File: config.mk
export PLATFORM = sky130hd
export DESIGN_NAME = serial_add_seq
export DESIGN_NICKNAME = d
export VERILOG_FILES = /design/src/rtl/serial_add_pkg.sv /design/src/rtl/serial_add_seq_fulladder.sv /design/src/rtl/serial_add_seq.sv
export SDC_FILE = /design/constraint.sdc
export NUM_CORES = 1
export LEC_CHECK = 0
export ABC_AREA = 1
export BUFFER_PORTS_ARGS = -buffer_cell sky130_fd_sc_hd__buf_2
export CORE_MARGIN = 3
export CORE_UTILIZATION = 40
export DETAILED_ROUTE_END_ITERATION = 16
export GPL_TIMING_DRIVEN = 0
export PLACE_DENSITY = 0.78
export SLEW_MARGIN = 15
export SYNTH_ARGS = -nofsm -noshare
export SYNTH_HDL_FRONTEND = slang
export SYNTH_SLANG_ARGS = --single-unit
File: constraint.sdc
create_clock -name clk -period 1.2 [get_ports clk]
set_clock_uncertainty 0.15 [all_clocks]
set_input_delay 0 -clock clk [delete_from_list [all_inputs] [get_ports clk]]
set_output_delay 0 -clock clk [all_outputs]
set_load 0.05 [all_outputs]
File: src/rtl/serial_add_pkg.sv
// Shared types and defaults for the bit-serial adder.
package serial_add_pkg;

    typedef enum logic [1:0] {
        IDLE = 2'd0,
        RUN  = 2'd1,
        DONE = 2'd2
    } state_t;

    localparam int SERIAL_ADD_WIDTH_DEFAULT = 8;

endpackage

File: src/rtl/serial_add_seq_fulladder.sv
// One-bit full adder built from gate-level equations; the only arithmetic in the serial adder.
module structuralFullAdder (
    input  logic a,
    input  logic b,
    input  logic cin,
    output logic s,
    output logic cout
);

    logic ab_xor;
    logic ab_and;
    logic prop_and;

    assign ab_xor   = a ^ b;
    assign ab_and   = a & b;
    assign prop_and = ab_xor & cin;
    assign s        = ab_xor ^ cin;
    assign cout     = ab_and | prop_and;

endmodule

File: src/rtl/serial_add_seq.sv
// Bit-serial adder: one operand bit per cycle through a single full-adder cell, LSB first.
// Define SERIAL_ADD_OVERFLOW_EN to add a registered signed-overflow output.
module serial_add_seq
    import serial_add_pkg::*;
#(
    parameter int WIDTH = SERIAL_ADD_WIDTH_DEFAULT
) (
    input  logic             clk,
    input  logic             reset,
    input  logic             in_valid,
    output logic             in_ready,
    input  logic [WIDTH-1:0] a,
    input  logic [WIDTH-1:0] b,
    input  logic             carryin,
    output logic             out_valid,
    input  logic             out_ready,
    output logic [WIDTH-1:0] sum,
    output logic             carryout,
    output logic             busy
`ifdef SERIAL_ADD_OVERFLOW_EN
    ,
    output logic             overflow
`endif
);

    localparam int CW = $clog2(WIDTH + 1);

    state_t           state;
    state_t           next_state;
    logic [WIDTH-1:0] op_a;
    logic [WIDTH-1:0] op_b;
    logic [WIDTH-1:0] result;
    logic             carry;
    logic [CW-1:0]    count;
    logic             cell_sum;
    logic             cell_carry;
    logic             last_bit;

    structuralFullAdder u_fa (
        .a    (op_a[0]),
        .b    (op_b[0]),
        .cin  (carry),
        .s    (cell_sum),
        .cout (cell_carry)
    );

    assign last_bit = (count == CW'(WIDTH - 1));

    always_ff @(posedge clk) begin
        if (reset) state <= IDLE;
        else       state <= next_state;
    end

    always_comb begin
        next_state = state;
        in_ready   = 1'b0;
        out_valid  = 1'b0;
        busy       = 1'b0;
        unique case (state)
            IDLE: begin
                in_ready = 1'b1;
                if (in_valid) next_state = RUN;
            end
            RUN: begin
                busy = 1'b1;
                if (last_bit) next_state = DONE;
            end
            DONE: begin
                out_valid = 1'b1;
                if (out_ready) next_state = IDLE;
            end
            default: next_state = IDLE;
        endcase
    end

    // Each cell sum enters at the MSB so the result is fully aligned after WIDTH shifts.
    always_ff @(posedge clk) begin
        if (reset) begin
            op_a   <= '0;
            op_b   <= '0;
            carry  <= 1'b0;
            count  <= '0;
            result <= '0;
        end else if (state == IDLE && in_valid) begin
            op_a  <= a;
            op_b  <= b;
            carry <= carryin;
            count <= '0;
        end else if (state == RUN) begin
            op_a   <= op_a >> 1;
            op_b   <= op_b >> 1;
            result <= WIDTH'({cell_sum, result} >> 1);
            carry  <= cell_carry;
            count  <= count + CW'(1);
        end
    end

    assign sum      = result;
    assign carryout = carry;

`ifdef SERIAL_ADD_OVERFLOW_EN
    // On the MSB cycle the carry register holds the carry into the sign bit.
    always_ff @(posedge clk) begin
        if (reset)                      overflow <= 1'b0;
        else if (state == RUN && last_bit) overflow <= carry ^ cell_carry;
    end
`else
    // Without the overflow option only the unsigned carry-out reports range.
`endif

endmodule

==> results of run 1 <==
[cell families (layout without fill, tap and decap cells)]
group	after synthesis	after routing
and+or+nand+nor	88	88
adders and majority gates	2	2
buffers and inverters	18	90
DFF	31	31
AOI/OAI and AO/OA	32	32
[through the flow]
stage | area, um^2 | hold WS [ns] | utilization | cells
finish | 2100 | 0.0284 | 0.729 | 285
global placement | 1510 | 0.101 | 0.525 | 245
detailed placement | 1510 | 0.106 | 0.525 | 245
floorplan | 1300 | -0.00727 | - | 171
global route | 2100 | 0.0773 | 0.729 | 285
CTS | 1980 | 0.0170 | 0.687 | 285
[layout make-up]
type,instances,area (um^2)
Buffer,6,61.3
Clock buffer,6,51.3
Clock inverter,1,5.00
Fill cell,202,778
Inverter,10,42.5
Multi-Input combinational cell,122,684
Sequential cell,31,631
Tap cell,42,52.6
Timing Repair Buffer,67,571
[flip-flops by register name, summed over array words and instances (netlist names)]
register  cells
carryout      1
count         4
op_a          8
op_b          8
state         2
sum           8
[placed cells by master (no fill, tap or decap), types with 6 or more instances in the layout]
cell and n:
nand2_1 52, dfxtp_1 27, buf_2 23, dlygate4sd3_1 20, a31oi_1 15, buf_4 14
nor2_1 13, nor2_4 9, nand2_2 8, buf_6 7, o21ai_0 7, inv_1 6
clkbuf_4 6
[power by group through the flow]
stage                     registers (uW)  clock network, uW  logic, uW
after detailed placement            1160                  0        406
after CTS                           1140                630        568
final                               1150                634        627
after global routing                1160                684        673
after global placement              1160                  0        399
after floorplan                     1240                  0        209
[metal layers]
metal | track usage | vias up | part of all wire
li1 | - | 698 | -
met4 | 0.0689 | 0 | 0.016
met5 | 0 | - | 0
met1 | 0.214 | 632 | 0.44
met2 | 0.310 | 36 | 0.50
met3 | 0.0613 | 10 | 0.047
[worst max-delay path: stages, from the launching register on]
cell and delay [ns]:
dfxtp_2 0.37, inv_4 0.06, nand2_4 0.06, inv_2 0.04, buf_6 0.11, buf_12 0.12, buf_12 0.14
[cell usage after synthesis]
cell type	n
nand2_1	60
dfxtp_1	31
nor2_1	23
a31oi_1	16
o21ai_0	10
inv_1	9
a21oi_1	5
clkbuf_1	3
buf_4	2
buf_6	2
nor3_1	2
buf_2	1
fa_1	1
ha_1	1
inv_2	1
nand2_2	1
nand3_1	1
nor2_2	1
o21ai_2	1
[final timing paths]
path | start | to | slack [ns] | cells after the start
worst min-delay path | reset | state[1] | 0.03 | 3
worst min register to register | op_b[1] | op_b[0] | 0.33 | 2
worst max-delay path | state[1] | busy | -0.19 | 6
worst max register to register | state[0] | op_a[6] | -0.15 | 7
[timing repair]
item                                   in CTS  in global routing
resized for setup                          23                 44
cloned                                      2                  0
hold buffers                               20                  0
endpoints found under the hold margin      23                  0
pin swaps                                   5                  9
setup endpoints to repair                  28                 35
setup buffers                              12                  1
==> results.md, run 1 <==
* Status: finished with violations
* Failing checks: negative setup slack
* Worst setup EP type: primary output
* Post-synth cell types at 19
* Final Worst Setup Slack at -0.192 ns
* Core Rows at 19
* Final WL at around 3600 um
* Flop pwr share at 0.478
* Final Hold Fails at 0
* Max Clock Freq at a little over 700 MHz
* Mux share of post-synthesis cell area at 0
* RSZ-0062 raised after global routing: yes
* Sw Ratio at 0.314
* Worst-Margin Slew at around 0.47 ns
* Part of the Yosys area used for sequential elements at 0.490
* Final Max Tran Viols at 0
* Compound-Gate Fraction of Synth Area at 0.145
* Mapped Avg Cell Area at roughly 7.4 um^2
* Routed len/inst at 12.6 um
* Share of layout cells above drive strength 1 at 0.374
* Overflow after GRT at 0
* Minimum clock period at approximately 1.4 ns
* Max FO, Critical Path at 3
* Largest net degree at the start of global routing at 11
* Initial antenna violation count at 0
* Xor and xnor fraction of the mapped netlist area at 0
* Pwr dens at 1150 nW/um^2
* All-Layer GR Usage at 0.183
* Vias per inst at 4.83
* N_diodes at 0
* Synth Area in Adders at 0.0257
* Cells after synthesis at 171
* Antenna Violating Nets Remaining at 0
* Post-Synth Simple-Gate Area at 0.268
* Post-place setup slack at -0.176 ns
* Setup_tns at -3.42 ns
* # port buffers at 32
* Type of origin of the critical path: register
* Vias in the first global route at 1329
* Period utilisation layout at 1.16
* I/O pin count at 33
* NetSw at 758 uW
* Clk buf depth at 2
* Initial DRC count at 53
* First-pass GRT wire length at roughly 5700 um
* Area Overhead vs Synth at 65.5%
* Vias at 1376
* Nets at around 270
* CP Data Arrival Time at 1.24 ns
* Hold Path Class: in2reg
* Register bit total from synthesis at 31
* Lkg Pwr at 0.000854 uW
* TritonCTS Buffers at 5
* Clock Sinks at 31
* Kind of critical path: reg2out
* Critical Path RT at ~1.1 ns
* Syn Nets at about 190
* RD Place Congestion at 0.738
* Die height at 62.3 um
* Cell taking the most area after synthesis: dfxtp_1
* Pint at 1660 uW
* Final total power at approximately 2400 uW
* Max Cap Viol at 0
* Combinational power share at 0.260
* CTS clk-pin slew, worst paths at ~0.10 ns
* Die W at approximately 62 um
* Relative slew slack at 0.687
* YS warnings at 0
* Post-synthesis cell area at roughly 1300 um^2
* Initial Util at 0.441
* # DRC at 0
* Ranking of synthesized cells by area: dfxtp_1 (49%), nand2_1 (18%), a31oi_1 (7.9%)
* Core area at approximately 2900 um^2
* DP HPWL at approximately 2000 um
* Worst skew pair latency at ~0.34 ns
* H-tree levels at 2
* Root Buffer: clkbuf_4
* Die Footprint at approximately 3900 um^2
* IR drop worst, VDD at between 0.7 and 0.8 mV
* Final setup vio count at 33
* Largest family of logic cells by synthesized area: simple AND/OR/NAND/NOR gates
* DRT Pass-1 Iters at 4
* Clock share of power at 0.262
* Synth top area share at 0.490
* CTS tree: built
No activity file was read; power rests on OpenSTA's default activity.
==> run 2, diff against run 1 <==
==> constraint.sdc (replaced) <==
create_clock -name clk -period 1.2 [get_ports clk]
set_clock_uncertainty 0.15 [all_clocks]
set_input_delay 0.24 -clock clk [delete_from_list [all_inputs] [get_ports clk]]
set_output_delay 0.24 -clock clk [all_outputs]
set_load 0.05 [all_outputs]
==> run 2 against run 1 <==
  * The flow still finishes with violations (negative setup slack)
  * Sequential power barely moved
  * Count of clock-buffer cells in the layout did not move
  * Sequential share of layout area rose by 1.5 points
  * Critical path depth did not move
  * Largest cell class unchanged
  * Combinational power rose by 3.3%
  * Power fell by 3.5%
==> results.md, run 2 (synthesized netlist as in run 1, its figures left out) <==
* Vias at between 1k and 1.5k
* Sw Ratio at 0.307
* Layout Utilization at 0.709
* Nets at roughly 260
* CTS tree: built
* N_diodes at 0
* NetSw at just over 700 uW
* Initial antenna violation count at 0
* DRT Pass-1 Iters at 6
* TritonCTS Buffers at 5
* Combinational power share at 0.278
* I/O pin count at 33
* Die W at about 62 um
* First-pass GRT wire length at 5710 um
* H-tree levels at 2
* Initial DRC count at 30
* Critical Path RT at approximately 0.8 ns
* Layout fillers at 212
* Final total power at 2330 uW
* Final setup vio count at 38
* Hold Path Class: in2reg
* Kind of critical path: reg2out
* Minimum clock period at about 1.6 ns
* # DRC at 0
* Core area at between 2000 and 3000 um^2
* Final Hold Fails at 0
* Pwr dens at ~1100 nW/um^2
* Multi-input gate area at around 670 um^2
* Lkg Pwr at roughly 0.00083 uW
* Antenna Violating Nets Remaining at 0
* RSZ-0062 raised after global routing: yes
* Final Max Tran Viols at 0
* Register Area at between 600 and 700 um^2
* Root Buffer: clkbuf_4
* Share of layout cells above drive strength 1 at 0.455
* Clock Sinks at 31
* Routed len/inst at 12.3 um
* Clk buf depth at 2
* All-Layer GR Usage at 0.185
* Clock share of power at 0.229
* # port buffers at 32
* Most common cell after layout, fill and taps aside: nand2_1
* RD Place Congestion at between 0.7 and 0.8
* Die Footprint at approximately 3900 um^2
* IR drop worst, VDD at between 0.6 and 0.7 mV
* DP HPWL at slightly below 2000 um
* Initial Util at 0.441
* Max FO, Critical Path at 2
* Type of origin of the critical path: register
* Flop pwr share at 0.493
* Pint at between 1500 and 2000 uW
* Core Rows at 19
* Commonest non-fill, non-tap cells in the layout: nand2_1 (55), buf_2 (21), dfxtp_1 (18), a31oi_1 (15), buf_4 (15)
* Max Clock Freq at between 600 and 700 MHz
* Final Worst Setup Slack at -0.354 ns
* Area Overhead vs Synth at 61.0%
* Failing checks: negative setup slack
* Die height at between 60 and 70 um
* Largest net degree at the start of global routing at 11
* Status: finished with violations
* Final WL at 3390 um
* Vias per inst at 4.92
* Period utilisation layout at 1.29
* Max Cap Viol at 0
* Worst setup EP type: primary output
* Vias in the first global route at roughly 1.4k
* R2R depth at 8
* Worst skew pair latency at 0.32 ns
* Overflow after GRT at 0
* Worst-Margin Slew at 0.507 ns
* Relative slew slack at 0.662
* CP Data Arrival Time at 1.16 ns
* CTS clk-pin slew, worst paths at roughly 0.09 ns
* Cells on Worst Hold Path at 3
[run 2: cell types whose count changed in the layout (fill, tap and decap cells not counted), sizes merged]
cell,previous run,this run
dlygate4sd3,20,4
clkinv,1,0
clkbuf,9,8
buf,50,58
[run 2: final timing paths]
| check | startpoint | end | slack, ns |
|---|---|---|---|
| worst max-delay path | state[1] | busy | -0.35 |
| worst min-delay path | a[6] | op_a[6] | 0.02 |
| worst max register to register | state[1] | op_a[3] | -0.21 |
| worst min register to register | op_a[7] | op_a[7] | 0.33 |
[run 2: repair_timing]
action                                  CTS  global route
setup buffers                            17             4
gates resized for setup                  61            30
endpoints found under the setup margin   35            43
endpoints found under the hold margin     4             0
pin swaps                                 8             4
hold buffers                              4             0
gates cloned                              1             0
[run 2: power by group through the flow]
stage	clock network, uW	logic [uW]	registers (uW)
6_report	533	648	1150
5_1_grt	598	695	1160
4_1_cts	559	593	1150
3_5_place_dp	0	406	1160
3_3_place_gp	0	399	1160
2_1_floorplan	0	210	1240
[run 2: layer usage]
layer | global-route usage | routed length [um] | part of all wire | vias up
met5 | 0 | 0 | 0 | -
met4 | 0.0826 | 80 | 0.024 | 0
met3 | 0.0685 | 213 | 0.063 | 10
met2 | 0.328 | 1700 | 0.50 | 43
met1 | 0.195 | 1390 | 0.41 | 626
li1 | - | - | - | 675
[run 2: worst max-delay path: stages, from the launching register on]
cell and delay, ns:
dfxtp_2 0.34, inv_2 0.05, nand2_4 0.05, inv_2 0.04, buf_6 0.11, buf_12 0.11
buf_12 0.13
[run 2: cell type report]
class / count / share of cell area
Timing Repair Buffer: 57 / 0.254
Buffer: 7 / 0.0325
Inverter: 10 / 0.0221
Tap cell: 42 / 0.0258
Sequential cell: 31 / 0.316
Clock buffer: 6 / 0.0202
Multi-Input combinational cell: 122 / 0.329
[run 2: metrics by stage]
stage | cell area (um^2) | setup WS [ns] | TNS, ns | hold WS [ns] | cells
floorplan | 1300 | -0.151 | -2.14 | 0.233 | 171
global placement | 1510 | -0.265 | -3.11 | 0.305 | 245
detailed placement | 1510 | -0.284 | -3.34 | 0.306 | 245
CTS | 1940 | -0.371 | -5.18 | 0.00186 | 273
global route | 2040 | -0.406 | -7.89 | 0.00545 | 275
finish | 2040 | -0.354 | -5.43 | 0.0210 | 275
==> run 3, diff against run 2 <==
--- a/config.mk
+++ b/config.mk
@@ -16,3 +16,4 @@
 export SYNTH_ARGS = -nofsm -noshare
 export SYNTH_HDL_FRONTEND = slang
 export SYNTH_SLANG_ARGS = --single-unit
+export TNS_END_PERCENT = 10
==> run 3 against run 2 <==
  * The run still ends with negative setup slack left
  * Sequential power barely moved
  * Via count fell by 6.2%
  * First-iteration DRC count rose by 110%
==> results.md, run 3 (synthesized netlist as in run 1, its figures left out) <==
* DRT Pass-1 Iters at 4
* Vias at between 1k and 1.5k
* Final WL at about 3200 um
* Register Area at 639 um^2
* I/O pin count at 33
* Layout fillers at around 220
* Cell Chain, Critical Path: inv_2 -> nand2_2 -> inv_2 -> buf_6 -> buf_8 -> buf_8
* Inst Count DP at between 200 and 250
* R2R depth at 8
* Multi-input gate area at 623 um^2
* Initial Util at 0.441
* Final Hold Fails at 0
* Reg2reg end: op_a[3]
* Worst hold start: a[7]
* Final setup vio count at 42
* Cells on Worst Hold Path at 3
* DP HPWL at about 2000 um
* Post-place setup slack at -0.408 ns
* Initial DRC count at between 60 and 70
* Lkg Pwr at 0.000778 uW
* Period utilisation layout at 1.31
* N_diodes at 0
* Most common cell after layout, fill and taps aside: nand2_1
* Max Clock Freq at ~640 MHz
* CTS tree: built
* Hold Path Class: in2reg
* Bufs and invs on worst path at 5
* Die height at around 62 um
* # DRC at 0
* Type of origin of the critical path: register
* Area Overhead vs Synth at 50.0%
* Routed len/inst at 11.9 um
* RSZ-0062 raised after global routing: yes
* Core area at ~2900 um^2
* Critical Path RT at around 0.81 ns
* Minimum clock period at approximately 1.6 ns
* Die Footprint at 3880 um^2
* Clk buf depth at 2
* Final Max Tran Viols at 0
* # port buffers at 32
* Root Buffer: clkbuf_4
* R2R Setup Slk at -0.17 ns
* Pwr dens at ~1300 nW/um^2
* Worst setup EP type: primary output
* Non-Filler Instances at 266
* H-tree levels at 2
* Crit-path max cell delay at around 0.34 ns
* Initial antenna violation count at 0
* Overflow after GRT at 0
* Setup_tns at -4.57 ns
* Slowest stage cell, crit path: dfxtp_2
* Relative slew slack at 0.673
* Core Rows at 19
* Max FO, Critical Path at 2
* Failing checks: negative setup slack
* IR drop worst, VDD at between 0.8 and 0.9 mV
* Final Worst Setup Slack at -0.369 ns
* RD Place Congestion at ~0.74
* Worst skew pair latency at about 0.33 ns
* Share of layout cells above drive strength 1 at 0.375
* Hold path endpoint: op_a[7]
* Antenna Violating Nets Remaining at 0
* Kind of critical path: reg2out
* All-Layer GR Usage at 0.168
* Vias per inst at between 4 and 5
* Hold_ws at around 0.0063 ns
* Die W at between 60 and 70 um
* Commonest non-fill, non-tap cells in the layout: nand2_1 (58), buf_2 (21), dfxtp_1 (20), nor2_1 (19), a31oi_1 (16)
* Worst-Margin Slew at between 0.4 and 0.5 ns
* Largest net degree at the start of global routing at 11
* TritonCTS Buffers at 5
* Status: finished with violations
* CTS clk-pin slew, worst paths at about 0.1 ns
* Vias in the first global route at 1215
* Nets at 246
* Clock Sinks at 31
* First-pass GRT wire length at between 5000 and 6000 um
* Crit path max-delay family: buffers and inverters
* Worst r2r src: state[0]
* Max Cap Viol at 0
* CP Data Arrival Time at approximately 1.2 ns
-- run 3: cell types whose count changed in the layout (fill, tap and decap cells not counted), moves of 3 or more --
cell           change
dlygate4sd3_1      -3
nand2_1            +3
o21ai_0            +4
nor2_1             +6
buf_4              -6
buf_12             -4
nor2_2             -6
-- run 3: worst reg2reg max path: stages (launching register included) --
cell,delay [ns]
dfxtp_4,0.36
buf_6,0.13
nor2_4,0.11
buf_6,0.13
nand2_8,0.06
clkinv_8,0.07
clkbuf_16,0.13
nand2_1,0.04
a31oi_1,0.12
-- run 3: stage by stage --
stage | utilization | power (uW) | area, um^2
3_5_place_dp | 0.521 | 1560 | 1500
5_1_grt | 0.661 | 2520 | 1900
4_1_cts | 0.633 | 2370 | 1820
6_report | 0.661 | 2410 | 1900
2_1_floorplan | - | 1440 | 1280
3_3_place_gp | 0.521 | 1550 | 1500
-- run 3: area by class of cell --
type | count | share of cell area
timing repair buffer | 45 | 0.211
tap | 42 | 0.0276
buffer | 8 | 0.0349
clock buffer | 8 | 0.0362
sequential | 31 | 0.336
inverter | 10 | 0.0263
multi-input combinational | 122 | 0.328
-- run 3: where the power goes --
| group | switching, uW | internal (uW) |
|---|---|---|
| logic | 311 | 250 |
| registers | 52.0 | 1100 |
| clock network | 353 | 344 |
| total | 715 | 1690 |
-- run 3: how the worst max path moves through the flow --
stage | from | depth (start not counted) | slack (ns) | endpoint
floorplan | state[0] | 6 | -0.15 | op_a[0]
global placement | state[1] | 6 | -0.39 | busy
detailed placement | state[1] | 6 | -0.41 | busy
CTS | state[1] | 6 | -0.36 | busy
global route | state[1] | 6 | -0.42 | busy
finish | state[1] | 6 | -0.37 | busy
-- run 3: layer usage --
| metal | up-vias | share of wire | track usage |
|---|---|---|---|
| li1 | 656 | - | - |
| met1 | 576 | 0.45 | 0.192 |
| met2 | 34 | 0.48 | 0.280 |
| met3 | 4 | 0.059 | 0.0667 |
| met4 | 0 | 0.015 | 0.0661 |
| met5 | - | 0 | 0 |
-- run 3: timing repair --
action | in CTS | in global routing
hold buffers | 1 | 0
resized for setup | 61 | 11
pin swaps | 8 | 4
buffers inserted | 9 | 2
hold endpoints to repair | 1 | 0
setup endpoints to repair | 43 | 43
cloned | 0 | 1
